[src/rtl/game_pkg.sv]
`default_nettype none
// ============================================================================
//  Module      : game_pkg
//  Description : Shared types and constants for the memory-game level logic.
//  Revision    : 1.0 - initial release
// ============================================================================
package game_pkg;

    typedef enum logic [1:0] {
        ST_IDLE = 2'd0,
        ST_PLAY = 2'd1,
        ST_WIN  = 2'd2,
        ST_LOSE = 2'd3
    } state_t;

    localparam logic [31:0] LFSR_MASK = 32'h8020_0003;
    localparam int          MAX_SEQ   = 32;

    function automatic logic [31:0] lfsr_next(input logic [31:0] v);
        return (v >> 1) ^ (v[0] ? LFSR_MASK : 32'h0);
    endfunction

endpackage
`default_nettype wire

[src/rtl/seq_lfsr.sv]
`default_nettype none
// ============================================================================
//  Module      : seq_lfsr
//  Description : 32-bit right-shift Galois LFSR, advances only when stepped.
//  Revision    : 1.0 - initial release
// ============================================================================
module seq_lfsr
    import game_pkg::*;
#(
    parameter logic [31:0] SEED = 32'h0155_5555
) (
    input  logic        clk,
    input  logic        reset,
    input  logic        step,
    output logic [31:0] out
);

    // An all-zero state would lock the LFSR, so a zero seed becomes 1.
    localparam logic [31:0] c_SEED = (SEED == 32'h0) ? 32'h1 : SEED;

    logic [31:0] r_lfsr;

    always_ff @(posedge clk) begin
        if (reset) begin
            r_lfsr <= c_SEED;
        end else if (step) begin
            r_lfsr <= lfsr_next(r_lfsr);
        end
    end

    assign out = r_lfsr;

endmodule
`default_nettype wire

[src/rtl/seq_level_fsm.sv]
`default_nettype none
// ============================================================================
//  Module      : seq_level_fsm
//  Description : One game level: draws a sequence, checks entries MSB-first.
//  Revision    : 1.0 - initial release
// ============================================================================
module seq_level_fsm
    import game_pkg::*;
#(
    parameter int          SEQ_LEN = 25,
    parameter int          LIVES   = 3,
    parameter int          COMBO_W = 5,
    parameter logic [31:0] SEED    = 32'h0155_5555
) (
    input  logic                           clk,
    input  logic                           reset,
    input  logic                           start,
    input  logic                           entry_valid,
    input  logic                           entry_bit,
    output logic [SEQ_LEN-1:0]             seq,
    output logic [$clog2(SEQ_LEN+1)-1:0]   pos,
    output logic [3:0]                     lives_left,
    output logic [COMBO_W-1:0]             combo,
    output logic                           hit,
    output logic                           miss,
    output logic                           win,
    output logic                           lose,
    output logic [1:0]                     o_state
);

    localparam int                 POS_W       = $clog2(SEQ_LEN + 1);
    localparam logic [POS_W-1:0]   c_LAST_POS  = POS_W'(SEQ_LEN - 1);
    localparam logic [3:0]         c_LIVES     = 4'(LIVES);
    localparam logic [COMBO_W-1:0] c_COMBO_MAX = {COMBO_W{1'b1}};
    localparam logic [SEQ_LEN-1:0] c_MSB       = SEQ_LEN'(1) << (SEQ_LEN - 1);

    state_t               r_state;
    logic [SEQ_LEN-1:0]   r_seq;
    logic [POS_W-1:0]     r_pos;
    logic [3:0]           r_lives;
    logic [COMBO_W-1:0]   r_combo;
    logic                 r_hit;
    logic                 r_miss;
    logic                 r_win;
    logic                 r_lose;

    logic [31:0]          w_lfsr;
    logic [SEQ_LEN-1:0]   w_seq_next;
    logic [SEQ_LEN-1:0]   w_bit_mask;
    logic                 w_exp_bit;
    logic                 w_match;

    seq_lfsr #(
        .SEED (SEED)
    ) u_lfsr (
        .clk   (clk),
        .reset (reset),
        .step  (start),
        .out   (w_lfsr)
    );

    assign w_seq_next = SEQ_LEN'(w_lfsr);

    // Walking mask selects seq[SEQ_LEN-1-pos]; pos < SEQ_LEN whenever PLAY.
    assign w_bit_mask = c_MSB >> r_pos;
    assign w_exp_bit  = |(r_seq & w_bit_mask);
    assign w_match    = (entry_bit == w_exp_bit);

    always_ff @(posedge clk) begin
        if (reset) begin
            r_state <= ST_IDLE;
            r_seq   <= '0;
            r_pos   <= '0;
            r_lives <= c_LIVES;
            r_combo <= '0;
            r_hit   <= 1'b0;
            r_miss  <= 1'b0;
            r_win   <= 1'b0;
            r_lose  <= 1'b0;
        end else begin
            r_hit  <= 1'b0;
            r_miss <= 1'b0;
            if (start) begin
                r_seq   <= w_seq_next;
                r_pos   <= '0;
                r_lives <= c_LIVES;
                r_combo <= '0;
                r_win   <= 1'b0;
                r_lose  <= 1'b0;
                r_state <= ST_PLAY;
            end else if (entry_valid && (r_state == ST_PLAY)) begin
                if (w_match) begin
                    r_hit <= 1'b1;
                    r_pos <= r_pos + POS_W'(1);
                    if (r_combo != c_COMBO_MAX) begin
                        r_combo <= r_combo + COMBO_W'(1);
                    end
                    if (r_pos == c_LAST_POS) begin
                        r_state <= ST_WIN;
                        r_win   <= 1'b1;
                    end
                end else begin
                    r_miss  <= 1'b1;
                    r_combo <= '0;
                    r_lives <= r_lives - 4'd1;
                    if (r_lives == 4'd1) begin
                        r_state <= ST_LOSE;
                        r_lose  <= 1'b1;
                    end
                end
            end
        end
    end

    assign seq        = r_seq;
    assign pos        = r_pos;
    assign lives_left = r_lives;
    assign combo      = r_combo;
    assign hit        = r_hit;
    assign miss       = r_miss;
    assign win        = r_win;
    assign lose       = r_lose;
    assign o_state    = r_state;

endmodule
`default_nettype wire

[config.mk]
export PLATFORM = sky130hd
export DESIGN_NAME = seq_level_fsm
export DESIGN_NICKNAME = d
export VERILOG_FILES = /design/src/rtl/game_pkg.sv /design/src/rtl/seq_lfsr.sv /design/src/rtl/seq_level_fsm.sv
export SDC_FILE = /design/constraint.sdc
export NUM_CORES = 1
export LEC_CHECK = 0
export CAP_MARGIN = 20
export CORE_MARGIN = 1
export CORE_UTILIZATION = 52
export DETAILED_ROUTE_END_ITERATION = 16
export GPL_TIMING_DRIVEN = 0
export MAX_ROUTING_LAYER = met4
export PLACE_DENSITY_LB_ADDON = 0.25
export SLEW_MARGIN = 20
export SYNTH_ARGS = -nofsm -noshare
export SYNTH_HDL_FRONTEND = slang
export SYNTH_SLANG_ARGS = --single-unit
[constraint.sdc]
create_clock -name clk -period 2.7 [get_ports clk]
set_input_delay 0.54 -clock clk [delete_from_list [all_inputs] [get_ports clk]]
set_output_delay 0.54 -clock clk [all_outputs]
set_load 0.02 [all_outputs]
## Word-level counts from Yosys, hierarchy flattened

Cells that the tools add are included.

| storage, ports and cells | value |
|---|---|
| output and inout port bits | 45 |
| word-level logic and storage cells | 51 |
| bits in registers | 77 |
| bits of input ports | 5 |

| cells by class | value |
|---|---|
| shift operators | 1 |
| add/subtract/negate cells | 3 |
| multiplexer cells | 10 |
| bitwise gates (word level) | 4 |
| reductions and logical operators | 14 |
| eq/ne operators | 8 |

Operator list:

| kind | number |
|---|---|
| 2-to-1 mux 32 bit | 1 |
| XOR 31 x 32 -> 32 bit | 1 |
| bitwise AND 25 bit | 1 |
| OR reduction 25 bit | 1 |
| right shift 25 x 5 -> 25 bit (first input constant) | 1 |
| AND reduction 3 bit | 4 |
| adder 5 x 1 -> 5 bit (second input constant) | 2 |
| 2-to-1 mux 5 bit | 2 |
| 2-to-1 mux 2 bit | 3 |
| AND reduction 2 bit | 3 |
| equality test 5 bit (second input constant) | 1 |
| != test 5 bit (second input constant) | 1 |
| equality test 4 x 1 -> 1 bit (second input constant) | 1 |
| 2-to-1 mux 1 bit | 4 |
| != test 2 x 1 -> 1 bit (second input constant) | 2 |
| nonzero test 2 bit | 2 |
| subtractor 4 x 1 -> 4 bit (second input constant) | 1 |
| != test 3 x 2 -> 1 bit (second input constant) | 1 |
| nonzero test 3 bit | 1 |
| OR reduction 3 bit | 1 |
| equality test 2 x 1 -> 1 bit (second input constant) | 1 |
| NOT 1 bit | 2 |
| OR reduction 2 bit | 1 |
| equality test 1 bit | 1 |
| logical AND 1 bit | 1 |

## Logic depth before layout (Yosys ltp)

Gate-level depths: netlist of the first run.

| logic depth | value |
|---|---|
| depth after elaboration | 7 |
| gate-level depth with buffers | 10 |
| gate-level depth less buffers | 8 |

## Hierarchy

A second synthesis of the first run with hierarchy kept.

| unflattened totals | value |
|---|---|
| cell total of the unflattened synthesis | 324 |
| area total of the unflattened synthesis | 3,286.9 µm² |

By module, submodules not included:

| module | area an instance (µm²) | cells an instance | instances | sequential area each (µm²) |
|---|---|---|---|---|
| seq_level_fsm | 2,087.0 | 217 | 1 | 900.9 |
| seq_lfsr | 1,199.9 | 107 | 1 | 640.6 |

## Worst setup path before layout of the first run

OpenSTA, ideal clock, no wires.

| timing path | value |
|---|---|
| path type | reg2reg |
| from | register r_pos[2], in the netlist pos[2] |
| to | register r_lives[0], in the netlist lives_left[0] |
| setup time | 121 ps |
| path slack | 71 ps |
| data arrival time | 2,507 ps |
| required time | 2,579 ps |
| buffers on the path | 2 |
| period minus slack after synthesis | 2,629 ps |
| stages on the path, launching flop included | 11 |
| path through | dfxtp_1 clkbuf_1 inv_1 ha_1 a22oi_1 o211ai_1 a22o_1 a22oi_2 and3_1 buf_6 mux2_4 |

| on the way | value |
|---|---|
| cells in the longest elaborated chain, start to end | 6 |

Ends and longest elaborated chain:

| element | line | RTL |
|---|---|---|
| from (decl) | seq_level_fsm.sv:39 | `logic [POS_W-1:0] r_pos;` |
| from (signal assigned) | seq_level_fsm.sv:94 | `r_pos <= r_pos + POS_W'(1);` |
| right shift 25 x 5 -> 25 bit | seq_level_fsm.sv:65 | `assign w_bit_mask = c_MSB >> r_pos;` |
| bitwise AND 25 bit | seq_level_fsm.sv:66 | `assign w_exp_bit = \|(r_seq & w_bit_mask);` |
| OR reduction 25 bit | seq_level_fsm.sv:66 |  |
| equality test 1 bit | seq_level_fsm.sv:67 | `assign w_match = (entry_bit == w_exp_bit);` |
| NOT 1 bit (no source line) | - |  |
| AND reduction 2 bit (no source line) | - |  |
| to (signal assigned) | seq_level_fsm.sv:74 | `r_lives <= c_LIVES;` |
| to (signal assigned) | seq_level_fsm.sv:86 | `r_lives <= c_LIVES;` |
| to (signal assigned) | seq_level_fsm.sv:105 | `r_lives <= r_lives - 4'd1;` |
| to (decl) | seq_level_fsm.sv:40 | `logic [3:0] r_lives;` |

Every way passes these cells.
A chain may end at the register's enable or synchronous reset.

## Worst setup path in the final report of the first run

Ends and elaborated chain as after synthesis.

==> results.txt, run 1 <==
The slowest stage of the critical path is the sky130_fd_sc_hd__a211o_4 cell. After detailed routing, the average wire length per cell comes to 15.9 microns. In this run the static leakage power is 1.49 nW.

The area growth from synthesis to layout came out at 27.5%. In this run the standard cell core region covers 5240 sq um. The synthesized area per cell came out at 9.45 sq um. The number of inserted filler cells in the final layout came out at 409. The type of destination of the critical path is a flop. Counting I/O delays and the setup requirement, the final critical path takes 2.59 ns. Buffers placed on the I/O ports in this run total 47. The maximum clock path buffer count came out at 2. The total global routing track utilization is 25.8%.

By area the synthesized netlist is led by sky130_fd_sc_hd__dfxtp_1 (45%), sky130_fd_sc_hd__mux2i_1 (10%), sky130_fd_sc_hd__nor2_1 (4.6%). Global routing finished with a remaining overflow of 0. In the synthesized netlist, the cells that appear most often are sky130_fd_sc_hd__dfxtp_1 (66), sky130_fd_sc_hd__nor2_1 (36), sky130_fd_sc_hd__mux2i_1 (30).

The required time of the critical path came out at 2.93 ns. The flip-flop and latch count after synthesis is 66. The number of antenna violations at the first check in global routing came to 0. The clock network latency to the later pin of the worst-skew pair is 0.35 ns. The peak clock frequency supported by timing is 386 MHz. TritonCTS built the clock tree. The number of enable flip-flop cells after synthesis is 0. The total power is 2.07 mW. Setup violations remaining at the end of the flow were counted as 0. The largest single stage delay on the critical path is 0.43 ns. The max capacitance violation total came out at 0. The number of pins with negative max-slew slack in the final report came out at 0.

The worst-case headroom to the max-slew limit came out at 52.7%. For the final database, setup skew stands at 0.00724 ns. The post-synth design cell area is 2910 sq um.

In the synthesized netlist the dominant register cell turns out to be sky130_fd_sc_hd__dfxtp_1. The clock slew at the register clock pins of the worst setup and hold paths came out at 0.08 ns. For the final routed database, the setup TNS stands at 0 ns.

The data arrival time of the worst path came out at 2.82 ns. The worst path buffer plus inverter count is 3. The number of routed nets with antenna violations came out at 0.

The root buffer cell is sky130_fd_sc_hd__clkbuf_8. The die width is 76.8 microns. The global-route wire length before repair is 11500 microns.

The biggest area consumer among synthesized cells is sky130_fd_sc_hd__dfxtp_1. For this configuration, the core starts out at a cell density of 55.6%. Among all cell types in the netlist, the one instantiated most often is sky130_fd_sc_hd__dfxtp_1.

The worst hold path belongs to the class reg -> reg. The transition at the pin with the smallest max-transition slack is 0.710 ns. The floorplan die area came out at 5900 sq um. The share of synthesized flip-flops with an asynchronous set or reset is 0%. Dividing total power by cell area gives a power density of 559 nW/um^2. The worst-case IR drop observed on VDD is 0.456 mV. Summing the sequential cell areas from Yosys gives 45.4% of the chip area.

STA classifies the critical path startpoint as a flop. The number of global-route vias before repair came to 2364. The number of warnings printed during yosys synthesis came out at 0. The fraction of the cycle the final worst path needs came out at 95.8%. The congestion estimate from routability-driven global placement came to 0.860.

The number of nets in the finished design is 384. The run finished with clean final reports. The final number of hold-violating endpoints was 0. The multi-input gate area in the final layout came out at 1420 sq um. The vias after detailed routing is 2456. The number of H-tree branching levels came out at 3.

The total wirelength of the detailed-routed design is 7060 microns. The area taken by flip-flops and latches is 1330 sq um. CTS saw 66 sinks.

The count of antenna diodes in the layout is 0. The portion of synthesized cell area occupied by the leading cell type came out at 45.4%. The largest net degree at the start of global routing came out at 14. Of all nets on the critical path, the largest fanout is 10. The reg2reg setup slack came out at 0.11 ns. Using the TritonRoute via totals, the vias-per-cell ratio works out to 5.53.

The post-DP HPWL came out at 4850 microns. The critical path is of the reg -> reg type. On the critical path the largest part of the delay comes from compound AO/OA/AOI/OAI gates.

The number of placement rows came out at 26. When the netlist entered floorplanning its net count stood at 323. Setup repair after global routing left no endpoint under its margin.

The height of the die came out at 76.8 microns. After detailed routing, the number of remaining DRC violations is 0. The number of search-and-repair iterations in the first detailed-routing pass came out at 4. The iteration-0 DRC count of the detailed router is 211. In this design, the critical path's most frequently occurring cell is sky130_fd_sc_hd__buf_6. The number of hold buffers added after CTS was 0. The proportion of layout cells with a drive suffix above 1 is 12.0%. After technology mapping, the gate count stands at 308.

Clock tree synthesis inserted a total of 9 buffers. For this design the top-level I/O count stands at 50. The distinct cell type count after synthesis came out at 46. The critical path goes through buf_6 > inv_1 > ha_1 > a222oi_1 > o2111ai_2 > a211o_4 > and3_1 > buf_6 > mux2_4.
-- path summary, 6_finish.rpt --
path / start / end / cells past startpoint
worst min register to register: u_lfsr.out[8]$_SDFFE_PP1P_ / u_lfsr.out[8]$_SDFFE_PP1P_ / 2
worst min-delay path: u_lfsr.out[8]$_SDFFE_PP1P_ / u_lfsr.out[8]$_SDFFE_PP1P_ / 2
worst max-delay path: pos[2]$_SDFFE_PP0P_ / lives_left[0]$_SDFFE_PP1P_ / 9
worst max register to register: pos[2]$_SDFFE_PP0P_ / lives_left[0]$_SDFFE_PP1P_ / 9
-- worst min-delay path, delay by kind of cell (launching register included) --
| kind | cells | cell delay, ns |
|---|---|---|
| DFF | 1 | 0.31 |
| buffers and inverters | 1 | 0.04 |
| AOI/OAI and AO/OA | 1 | 0.06 |
-- where the power goes --
group          total, mW  switching [mW]  internal, mW
clock              0.741           0.403         0.338
combinational      0.268           0.139         0.129
sequential          1.06          0.0438          1.02
-- metal layers --
layer	global-route usage, %	part of all wire, %	vias up
met3	7.50	5.2	9
met2	40.4	49	69
met4	8.27	1.4	0
met1	32.0	45	1184
met5	-	0	-
li1	-	-	1194
-- through the flow --
stage               utilization [%]  hold WS [ns]  cell area, sq um  std cells  setup slack, ns
finish                         70.8         0.459              3710        444            0.113
global route                   70.8         0.492              3710        444          0.00786
CTS                            69.9         0.459              3660        442           0.0119
detailed placement             66.2         0.447              3470        425           -0.226
global placement               66.2         0.444              3470        425           -0.237
floorplan                         -         0.430              2910        308           0.0712
-- sequential cells by signal (all words and copies together) (netlist names) --
signal	cells
win	1
u_lfsr.out	22
lose	1
pos	5
combo	5
miss	1
seq	24
lives_left	4
hit	1
o_state	2
-- repair_timing --
action | 4_1_cts | 5_1_grt
endpoints found under the setup margin | 12 | 12
resized for setup | 4 | 12
pin swaps | 1 | 3
buffers inserted | 1 | 2
cloned | 0 | 0
-- cell families after synthesis --
family,after synthesis,synth area share (%)
buf+inv,38,6.58
simple gates,98,16.6
fa+ha+maj,10,4.30
compound gates,59,14.4
xor+xnor,5,1.51
flops,66,45.4
mux,32,11.2
-- layout make-up --
| type | instances | share of cell area, % |
|---|---|---|
| Multi-Input combinational cell | 204 | 38.4 |
| Clock buffer | 9 | 3.34 |
| Timing Repair Buffer | 50 | 13.3 |
| Clock inverter | 7 | 1.48 |
| Buffer | 29 | 4.45 |
| Inverter | 9 | 0.911 |
| Tap cell | 70 | 2.36 |
| Sequential cell | 66 | 35.8 |
-- placed cells by master, fill, tap and decap left out, types with 3 or more instances in the layout --
cell type,count
sky130_fd_sc_hd__ha_1,7
sky130_fd_sc_hd__nand2b_1,4
sky130_fd_sc_hd__nand2_1,17
sky130_fd_sc_hd__o21a_1,3
sky130_fd_sc_hd__or3_1,5
sky130_fd_sc_hd__clkdlybuf4s50_1,47
sky130_fd_sc_hd__nor3_1,4
sky130_fd_sc_hd__xnor2_1,3
sky130_fd_sc_hd__and3_1,3
sky130_fd_sc_hd__a22oi_1,4
sky130_fd_sc_hd__a21oi_1,18
sky130_fd_sc_hd__and2_1,13
sky130_fd_sc_hd__clkbuf_1,13
sky130_fd_sc_hd__dfxtp_1,63
sky130_fd_sc_hd__a211o_1,11
sky130_fd_sc_hd__clkinv_4,3
sky130_fd_sc_hd__nor2_1,36
sky130_fd_sc_hd__nand4_1,4
sky130_fd_sc_hd__inv_1,9
sky130_fd_sc_hd__clkbuf_8,9
sky130_fd_sc_hd__buf_4,14
sky130_fd_sc_hd__buf_1,3
sky130_fd_sc_hd__ha_2,3
sky130_fd_sc_hd__mux2i_1,30
(Power assumes the default switching activity.)
==> run 2, diff against run 1 <==
Settings changed: TNS_END_PERCENT set to 30.
==> results of run 2 <==
Same layout as run 1: the final DEF is identical, and so are final timing and power.
